### config.mk
export PLATFORM = sky130hd
export DESIGN_NAME = ez8_loader
export DESIGN_NICKNAME = d
export VERILOG_FILES = /design/src/rtl/ez8_pkg.sv /design/src/rtl/ez8_loader.sv
export SDC_FILE = /design/constraint.sdc
export NUM_CORES = 1
export LEC_CHECK = 0
export ABC_AREA = 1
export CORE_MARGIN = 2
export CORE_UTILIZATION = 52
export CTS_CLUSTER_SIZE = 10
export DETAILED_ROUTE_END_ITERATION = 7
export PLACE_DENSITY = 0.84
export SLEW_MARGIN = 20
export SYNTH_ARGS = -nofsm -noshare
export SYNTH_HDL_FRONTEND = slang
export SYNTH_SLANG_ARGS = --single-unit
### constraint.sdc
create_clock -name clk -period 1.7 [get_ports clk]
set_input_delay 0.34 -clock clk [delete_from_list [all_inputs] [get_ports clk]]
set_output_delay 0.34 -clock clk [all_outputs]
set_load 0.01 [all_outputs]
### src/rtl/ez8_pkg.sv
// Shared definitions for the EZ8 program loader: loader states, sync byte and header field widths.
`default_nettype none

package ez8_pkg;
  localparam logic [7:0] SYNC_BYTE = 8'hA5;
  localparam int LEN_HI_W = 4;
  localparam int LEN_W    = 12;

  typedef enum logic [3:0] {
    S_IDLE,
    S_LEN_HI,
    S_LEN_LO,
    S_DATA_HI,
    S_DATA_LO,
    S_WRITE,
    S_RST_CPU,
    S_RUN,
    S_ERROR,
    S_CHECKSUM
  } state_t;
endpackage

`default_nettype wire

### src/rtl/ez8_loader.sv
// EZ8 loader: receives a framed program over a byte stream, writes it to instruction memory, then restarts the CPU.
// Optional LOADER_CHECKSUM_EN adds a trailing XOR checksum byte and the ERROR path.
`default_nettype none

module ez8_loader
  import ez8_pkg::*;
#(
  parameter int ADDR_WIDTH   = 12,
  parameter int RESET_CYCLES = 2
) (
  input  logic                  clk,
  input  logic                  reset,
  input  logic [7:0]            rx_data,
  input  logic                  rx_valid,
  output logic                  rx_ready,
  output logic [ADDR_WIDTH-1:0] instr_writeaddr,
  output logic [15:0]           instr_writedata,
  output logic                  instr_write_en,
  output logic                  cpu_pause,
  output logic                  cpu_reset,
  output logic                  busy,
  output logic                  done,
  output logic                  error
);
  localparam int CNT_W = $clog2(RESET_CYCLES + 1);

  state_t              state, state_nxt;
  logic                ready_st;
  logic                accept;
  logic [LEN_HI_W-1:0] len_hi;
  logic [LEN_W-1:0]    len, index, len_now;
  logic [7:0]          hi, lo;
  logic [CNT_W-1:0]    rst_cnt;
  state_t              end_state;
`ifdef LOADER_CHECKSUM_EN
  logic [7:0]          csum;
  assign end_state = S_CHECKSUM;
`else
  assign end_state = S_RST_CPU;
`endif

  // Ready is gated by reset so the host sees no acceptance while reset is held.
  assign rx_ready        = ready_st & ~reset;
  assign accept          = rx_valid & rx_ready;
  assign len_now         = {len_hi, rx_data};
  assign instr_writeaddr = ADDR_WIDTH'(index);
  assign instr_writedata = {hi, lo};

  always_ff @(posedge clk or posedge reset) begin
    if (reset) state <= S_IDLE;
    else       state <= state_nxt;
  end

  always_comb begin
    state_nxt = state;
    case (state)
      S_IDLE, S_RUN, S_ERROR:
        if (accept && rx_data == SYNC_BYTE) state_nxt = S_LEN_HI;
      S_LEN_HI:  if (accept) state_nxt = S_LEN_LO;
      S_LEN_LO:  if (accept) state_nxt = (len_now == '0) ? end_state : S_DATA_HI;
      S_DATA_HI: if (accept) state_nxt = S_DATA_LO;
      S_DATA_LO: if (accept) state_nxt = S_WRITE;
      S_WRITE:   state_nxt = (index + LEN_W'(1) == len) ? end_state : S_DATA_HI;
`ifdef LOADER_CHECKSUM_EN
      S_CHECKSUM: if (accept) state_nxt = (rx_data == csum) ? S_RST_CPU : S_ERROR;
`endif
      S_RST_CPU: if (rst_cnt == CNT_W'(RESET_CYCLES - 1)) state_nxt = S_RUN;
      default:   state_nxt = S_IDLE;
    endcase
  end

  always_comb begin
    ready_st       = 1'b0;
    instr_write_en = 1'b0;
    cpu_pause      = 1'b1;
    cpu_reset      = 1'b0;
    busy           = 1'b0;
    done           = 1'b0;
    error          = 1'b0;
    case (state)
      S_IDLE:  ready_st = 1'b1;
      S_LEN_HI, S_LEN_LO, S_DATA_HI, S_DATA_LO, S_CHECKSUM: begin
        ready_st = 1'b1;
        busy     = 1'b1;
      end
      S_WRITE: begin
        instr_write_en = 1'b1;
        busy           = 1'b1;
      end
      S_RST_CPU: begin
        cpu_reset = 1'b1;
        cpu_pause = 1'b0;
        busy      = 1'b1;
      end
      S_RUN: begin
        ready_st  = 1'b1;
        cpu_pause = 1'b0;
        done      = 1'b1;
      end
      S_ERROR: begin
        ready_st = 1'b1;
`ifdef LOADER_CHECKSUM_EN
        error    = 1'b1;
`endif
      end
      default: ;
    endcase
  end

  always_ff @(posedge clk or posedge reset) begin
    if (reset) begin
      len_hi  <= '0;
      len     <= '0;
      index   <= '0;
      hi      <= '0;
      lo      <= '0;
      rst_cnt <= '0;
`ifdef LOADER_CHECKSUM_EN
      csum    <= '0;
`endif
    end else begin
      rst_cnt <= (state == S_RST_CPU) ? rst_cnt + CNT_W'(1) : '0;
      if (accept) begin
        case (state)
          S_LEN_HI:  len_hi <= rx_data[LEN_HI_W-1:0];
          S_LEN_LO: begin
            len   <= len_now;
            index <= '0;
          end
          S_DATA_HI: hi <= rx_data;
          S_DATA_LO: lo <= rx_data;
          default: ;
        endcase
`ifdef LOADER_CHECKSUM_EN
        // Checksum covers the full LEN_HI byte, LEN_LO and every data byte.
        if (state == S_LEN_HI) csum <= rx_data;
        else if (state == S_LEN_LO || state == S_DATA_HI || state == S_DATA_LO)
          csum <= csum ^ rx_data;
`endif
      end
      if (state == S_WRITE) index <= index + LEN_W'(1);
    end
  end

endmodule

`default_nettype wire

==> metrics, run 1 <==
DRT iter0 DRCs=322; max incr delay on CP=0.41 ns; CP dominant cell by count=nand2_1; antenna viol nets, final=0; number of rows created at floorplan=25; initial antenna violation count=0; Syn Nets=350; IO Pins=46; Async S/R FF share, synth=100.0%; RSZ-0062 raised after global routing=true; CP required=1.91 ns; Synth cell types=30; GRT Total Usage=31.15%; drt pass-1 iters=7; worst-path fanout max=4; Worst VDD drop=1.218 mV; post-route insts no fill=499; root buf cell=clkbuf_8; fin nets=444; post-synthesis cell count=337; predominant post-synthesis flop cell=dfrtp_1; WP buf/inv=1; crit end category=flop; total number of vias=2950; final hold vios=0; CP Cell Sequence=buf_6, ha_4, nand2_4, o21ai_2, nand2_2, nand2_1, nand2_1, nor2_2, nand2_1, nor2_2, nand2_1, nand2_1, a21oi_1; hold_sp=rst_cnt[0]; total of max-cap violations=0; routed len/inst=18.68 µm; status=finished with violations; Worst R2R Start=instr_writeaddr[0]; IO buf count=44; die area=5576 µm²; Fillers=272; setup slack, reg-to-reg=-0.30 ns; GRT busiest layer=met2; Synth-to-Final Area Change=49.86%; crit path kind=flop to flop; Seq cells post-synth=49; global-route wire length before repair=13.05 mm; Post-Syn Area=2597 µm²; number of global-route vias before repair=2794; GP Congestion=0.8895; clk_lat worst skew=0.32 ns; period utilisation layout=117.6%; actual slew at the worst max-slew pin=0.5307 ns; Die W=74.68 µm; crit-path leading delay family=simple AND/OR/NAND/NOR gates; Post-Place Cells=476; Core Region=4755 µm²; grt total ovfl=0; diode count=0; Pins Over Slew Limit=0; violated checks=negative setup slack; worst hold path type=flop to flop; Crit. Startpoint=instr_writeaddr[0]; CP startpoint kind=flop; number of synthesized flops with an enable pin=0; Clock Tree Buf Depth=2; CTS sink count=49; synth warn=0; syn_area_per_cell=7.708 µm²; Global Route met1 Usage=36.34%; DP HPWL=4.872 mm; layout cells sized above 1=28.94%; final setup margin=-0.2986 ns; crit path max-delay cell type=dfrtp_1; register area=1232 µm²; Num CTS Buffers=5; Worst EP arrival=2.21 ns; Die Height=74.68 µm; final WL=9.320 mm; H-tree lvl count=2; met2 Track Usage GR=53.20%; largest net degree at the start of global routing=50; crit path time final=1.999 ns; sequential fraction of the synthesis area=47.21%; pwr/cell area=1667 nW/µm²; clock skew=0.009913 ns; area of the multi-input gates=1320 µm²; Setup-failing EPs final=6; via/cell ratio=5.912; clk slew on worst S/H paths=0.10 ns; fmax=500.4 MHz; CTS tree=built; DR DRC count=0; met3 GRT Util=6.426%; Initial Utilization=54.63%; slew margin rel.=64.46%; Leak=1.932 nW; hold slack=0.4350 ns
==> worst paths after layout <==
check,end,cells past startpoint
setup / recovery,state[0],13
hold / removal,rst_cnt[0],1
setup reg to reg,state[0],13
hold reg to reg,rst_cnt[0],1
max in group asynchronous,instr_writeaddr[8],4
min in group asynchronous,rst_cnt[0],4
==> final cells by class <==
cell class	instances	share of cell area (%)
multi-input cells	232	33.91
flip-flops and latches	49	31.66
repair buffers	94	23.88
inverters	49	4.854
well taps	67	2.154
clock buffers	5	1.768
clock inverters	3	1.768
==> synth_stat cells, types with 2 or more instances <==
| master | count | area share, % |
|---|---|---|
| ha_1 | 2 | 0.96 |
| dfrtp_1 | 49 | 47 |
| nand2_1 | 91 | 13 |
| nor2_1 | 22 | 3.2 |
| nand4_1 | 9 | 2.2 |
| buf_2 | 4 | 0.77 |
| inv_2 | 3 | 0.43 |
| inv_1 | 46 | 6.6 |
| xor2_1 | 2 | 0.67 |
| nand3b_1 | 2 | 0.58 |
| o21ai_1 | 30 | 5.8 |
| nand2_2 | 3 | 0.72 |
| nor2_2 | 4 | 0.96 |
| nand3_1 | 31 | 6.0 |
| nand3_2 | 5 | 1.9 |
| o22ai_1 | 3 | 0.72 |
| o21ai_0 | 17 | 3.3 |
| o211ai_1 | 2 | 0.58 |
==> sequential cells by signal, summed over array words and instances (netlist names) <==
register and cells:
state 3, len_hi 4, rst_cnt 2, lo 8, len 12, hi 8, instr_writeaddr 12
==> repair_timing <==
item / 4_1_cts / 5_1_grt
buffers inserted: 11 / 3
endpoints found under the setup margin: 11 / 28
cloned: 0 / 1
pin swaps: 12 / 8
endpoints found under the hold margin: 0 / 0
hold buffers: 0 / 0
resized for setup: 53 / 50
==> worst reg2reg max path, stage by stage, from the launching register on <==
cell,delay [ns]
dfrtp_1,0.41
buf_6,0.12
ha_4,0.16
nand2_4,0.09
o21ai_2,0.20
nand2_2,0.11
nand2_1,0.10
nand2_1,0.07
nor2_2,0.13
nand2_1,0.09
nor2_2,0.16
nand2_1,0.09
nand2_1,0.08
a21oi_1,0.06
==> cells by family (layout without fill, tap and decap cells) <==
group                      after synthesis  after routing  share of synthesized area, %
AOI/OAI and AO/OA                       55             55                         11.46
adders and majority gates                2              2                        0.9632
buffers and inverters                   56            151                         8.719
DFF                                     49             49                         47.21
and+or+nand+nor                        171            171                         30.49
other                                    1              1                        0.1444
xor gates and xnor gates                 3              3                         1.012
==> metrics by stage <==
stage               TNS (ns)  setup WS [ns]  power, mW  util, %  instance area, µm²
floorplan                  0        0.05710      3.299        -                2597
global placement     -0.3580        -0.1043      4.526    71.87                3417
detailed placement   -0.3823        -0.1130      4.644    71.87                3417
CTS                  -0.2767        -0.1574      5.926    78.45                3730
global route          -1.619        -0.3339      6.790    81.87                3892
finish               -0.7539        -0.2986      6.489    81.87                3892
==> placed cells by master, fill, tap and decap left out, types with 3 or more instances in the layout <==
cell type        netlist  final
buf_4                  1     35
buf_12                 0      6
nand3_2                5      9
o21ai_1               30     35
inv_2                  3      5
nor2_4                 0      6
nand2_2                3     11
o22ai_1                3      3
nand4_1                9      9
nor2_2                 4      9
nand2_1               91     78
inv_1                 46     42
o21ai_2                0      4
nor2_1                22     11
dfrtp_2                0      5
nand2_4                1      6
buf_2                  4      3
clkdlybuf4s50_1        0     34
dfrtp_1               49     44
dlymetal6s2s_1         0      3
o21ai_0               17      8
clkbuf_8               0      5
buf_6                  1      8
nand3_1               31     26
==> per-layer routing <==
layer	vias to the layer above	wire length (µm)	share of wire [%]
li1	1282	-	-
met1	1396	3441	37
met2	215	4619	50
met3	57	668	7.2
met4	0	592	6.4
met5	-	0	0
==> where the power goes <==
group,internal [mW],switching [mW]
registers,1.59,0.370
clock network,0.593,0.442
logic,1.58,1.92
Note: power is estimated with default switching activity, not from simulation.
==> inputs of run 2 (changes only) <==
Settings changed: PLACE_DENSITY 0.84 to 0.86, SKIP_CTS_REPAIR_TIMING set to 1.
==> metrics, run 2 (synthesized netlist as in run 1, its figures left out) <==
hold depth=1 (unchanged); IO Pins=46 (unchanged); DP Worst Slack=-0.2253 ns (was -0.1130 ns); diode count=0 (unchanged); crit path time final=1.887 ns (was 1.999 ns); CP dominant cell by count=nand2_1 (unchanged); Worst EP arrival=2.12 ns (was 2.21 ns); Clock Tree Buf Depth=2 (unchanged); crit path kind=flop to flop (unchanged); Design Power=5.899 mW (was 6.489 mW); RSZ-0062 raised after global routing=true (unchanged); fin nets=441 (was 444); Die W=74.68 µm (unchanged); max incr delay on CP=0.42 ns (was 0.41 ns); largest net degree at the start of global routing=50 (unchanged); CTS tree=built (unchanged); Setup-failing EPs final=4 (was 6); drt pass-1 iters=5 (was 7); GRT Total Usage=26.45% (was 31.15%); CP Cell Sequence=buf_6, nand2_2, nor2_4, buf_12, nand2_1, nand2_1, nand3_2, nand2_1, nor2_1, nand2_1, nor2_2, nand3_1, a21boi_1 (was buf_6, ha_4, nand2_4, o21ai_2, nand2_2, nand2_1, nand2_1, nor2_2, nand2_1, nor2_2, nand2_1, nand2_1, a21oi_1); Initial Utilization=54.63% (unchanged); final WL=7.714 mm (was 9.320 mm); Pins Over Slew Limit=0 (unchanged); commonest non-fill, non-tap cell in the layout=nand2_1 (unchanged); critical path depth=13 (unchanged); crit end category=flop (unchanged); Die Height=74.68 µm (unchanged); root buf cell=clkbuf_8 (unchanged); clock skew=0.01280 ns (was 0.009913 ns); combinational power share=54.2% (was 53.9%); IO buf count=44 (unchanged); cells on worst reg2reg path=13 (unchanged); crit path max-delay cell type=dfrtp_1 (unchanged); Int Pwr=3.431 mW (was 3.759 mW); Setup TNS=-0.4345 ns (was -0.7539 ns); die area=5576 µm² (unchanged); CP required=1.93 ns (was 1.91 ns); total number of vias=2749 (was 2950); Post-DP Area=3415 µm² (was 3417 µm²); Post-Place Cells=479 (was 476); worst hold path type=flop to flop (unchanged); Reg power frac=33.0% (was 30.2%); Num CTS Buffers=5 (unchanged); clock share of power=12.7% (was 15.9%); DRT iter0 DRCs=339 (was 322); register area=1236 µm² (was 1232 µm²); pwr/cell area=1552 nW/µm² (was 1667 nW/µm²); Core Region=4755 µm² (unchanged); DR DRC count=0 (unchanged); hold slack=0.4394 ns (was 0.4350 ns); period utilisation layout=111.0% (was 117.6%); Worst VDD drop=1.144 mV (was 1.218 mV); CP startpoint kind=flop (unchanged); via/cell ratio=5.542 (was 5.912); Leak=1.861 nW (was 1.932 nW); status=finished with violations (unchanged); crit-path leading delay family=simple AND/OR/NAND/NOR gates (unchanged); violated checks=negative setup slack (unchanged); clk slew on worst S/H paths=0.10 ns (about the same); antenna viol nets, final=0 (unchanged); H-tree lvl count=2 (unchanged); fmax=530.1 MHz (was 500.4 MHz); routed len/inst=15.55 µm (was 18.68 µm); final setup margin=-0.1866 ns (was -0.2986 ns); DP HPWL=4.918 mm (was 4.872 mm); number of rows created at floorplan=25 (unchanged); initial antenna violation count=0 (unchanged); clk_lat worst skew=0.31 ns (was 0.32 ns); Finished Core Util=79.92% (was 81.87%); global-route wire length before repair=11.14 mm (was 13.05 mm); layout cells sized above 1=28.44% (was 28.94%); post-route insts no fill=496 (was 499); Switch Pwr=2.468 mW (was 2.730 mW); worst-path fanout max=6 (was 4); Fillers=282 (was 272); number of global-route vias before repair=2498 (was 2794); grt total ovfl=0 (unchanged); post-layout instance area=3800 µm² (was 3892 µm²); total of max-cap violations=0 (unchanged); area of the multi-input gates=1321 µm² (was 1320 µm²); leading cell types in the layout, fill and taps excluded=83 x nand2_1, 42 x inv_1, 41 x dfrtp_1, 38 x buf_4, 35 x clkdlybuf4s50_1 (was 78 x nand2_1, 44 x dfrtp_1, 42 x inv_1, 35 x o21ai_1, 35 x buf_4); WP buf/inv=2 (was 1); CTS sink count=49 (unchanged); GP Congestion=0.9157 (was 0.8895); switching share of total power=41.84% (was 42.07%); final hold vios=0 (unchanged); Synth-to-Final Area Change=46.29% (was 49.86%)
==> run 2: cell count changes in the layout (fill, tap and decap cells not counted), moves of 4 or more <==
cell     previous run  this run
buf_6               8         4
nand2_1            78        83
nand3_1            26        22
o21ai_0             8        15
o21ai_1            35        30
==> run 2: cell type report <==
cell class,count,share of cell area [%]
Clock buffer,6,2.173
Clock inverter,2,0.4610
Inverter,49,5.005
Multi-Input combinational cell,232,34.77
Sequential cell,49,32.53
Tap cell,67,2.206
Timing Repair Buffer,91,22.85
==> run 2: path summary, 6_finish.rpt <==
kind | from | end | slack, ns
setup / recovery | instr_writeaddr[1] | state[2] | -0.19
hold / removal | rst_cnt[0] | rst_cnt[0] | 0.44
setup reg to reg | instr_writeaddr[1] | state[2] | -0.19
hold reg to reg | rst_cnt[0] | rst_cnt[0] | 0.44
max in group asynchronous | reset | instr_writeaddr[3] | 0.89
min in group asynchronous | reset | rst_cnt[0] | 0.57
==> run 2: worst reg2reg max path, delay by kind of cell (launching register included) <==
family                 cells  cell delay, ns
buffers and inverters      2            0.28
AO/OA/AOI/OAI              1            0.15
flip-flops                 1            0.42
AND/OR/NAND/NOR           10            0.97
==> run 2: power groups by stage <==
stage	registers [mW]	logic (mW)	clock network [mW]
global route	1.99	3.45	0.801
global placement	1.87	2.66	0
floorplan	1.96	1.34	0
CTS	1.89	2.82	0.762
finish	1.95	3.20	0.752
detailed placement	1.89	2.77	0
==> run 2: layer usage <==
metal	track usage, %	vias up	routed length, µm
li1	-	1275	-
met1	33.39	1284	3060
met2	45.53	158	3853
met3	4.685	32	557
met4	10.12	0	243
met5	0	-	0
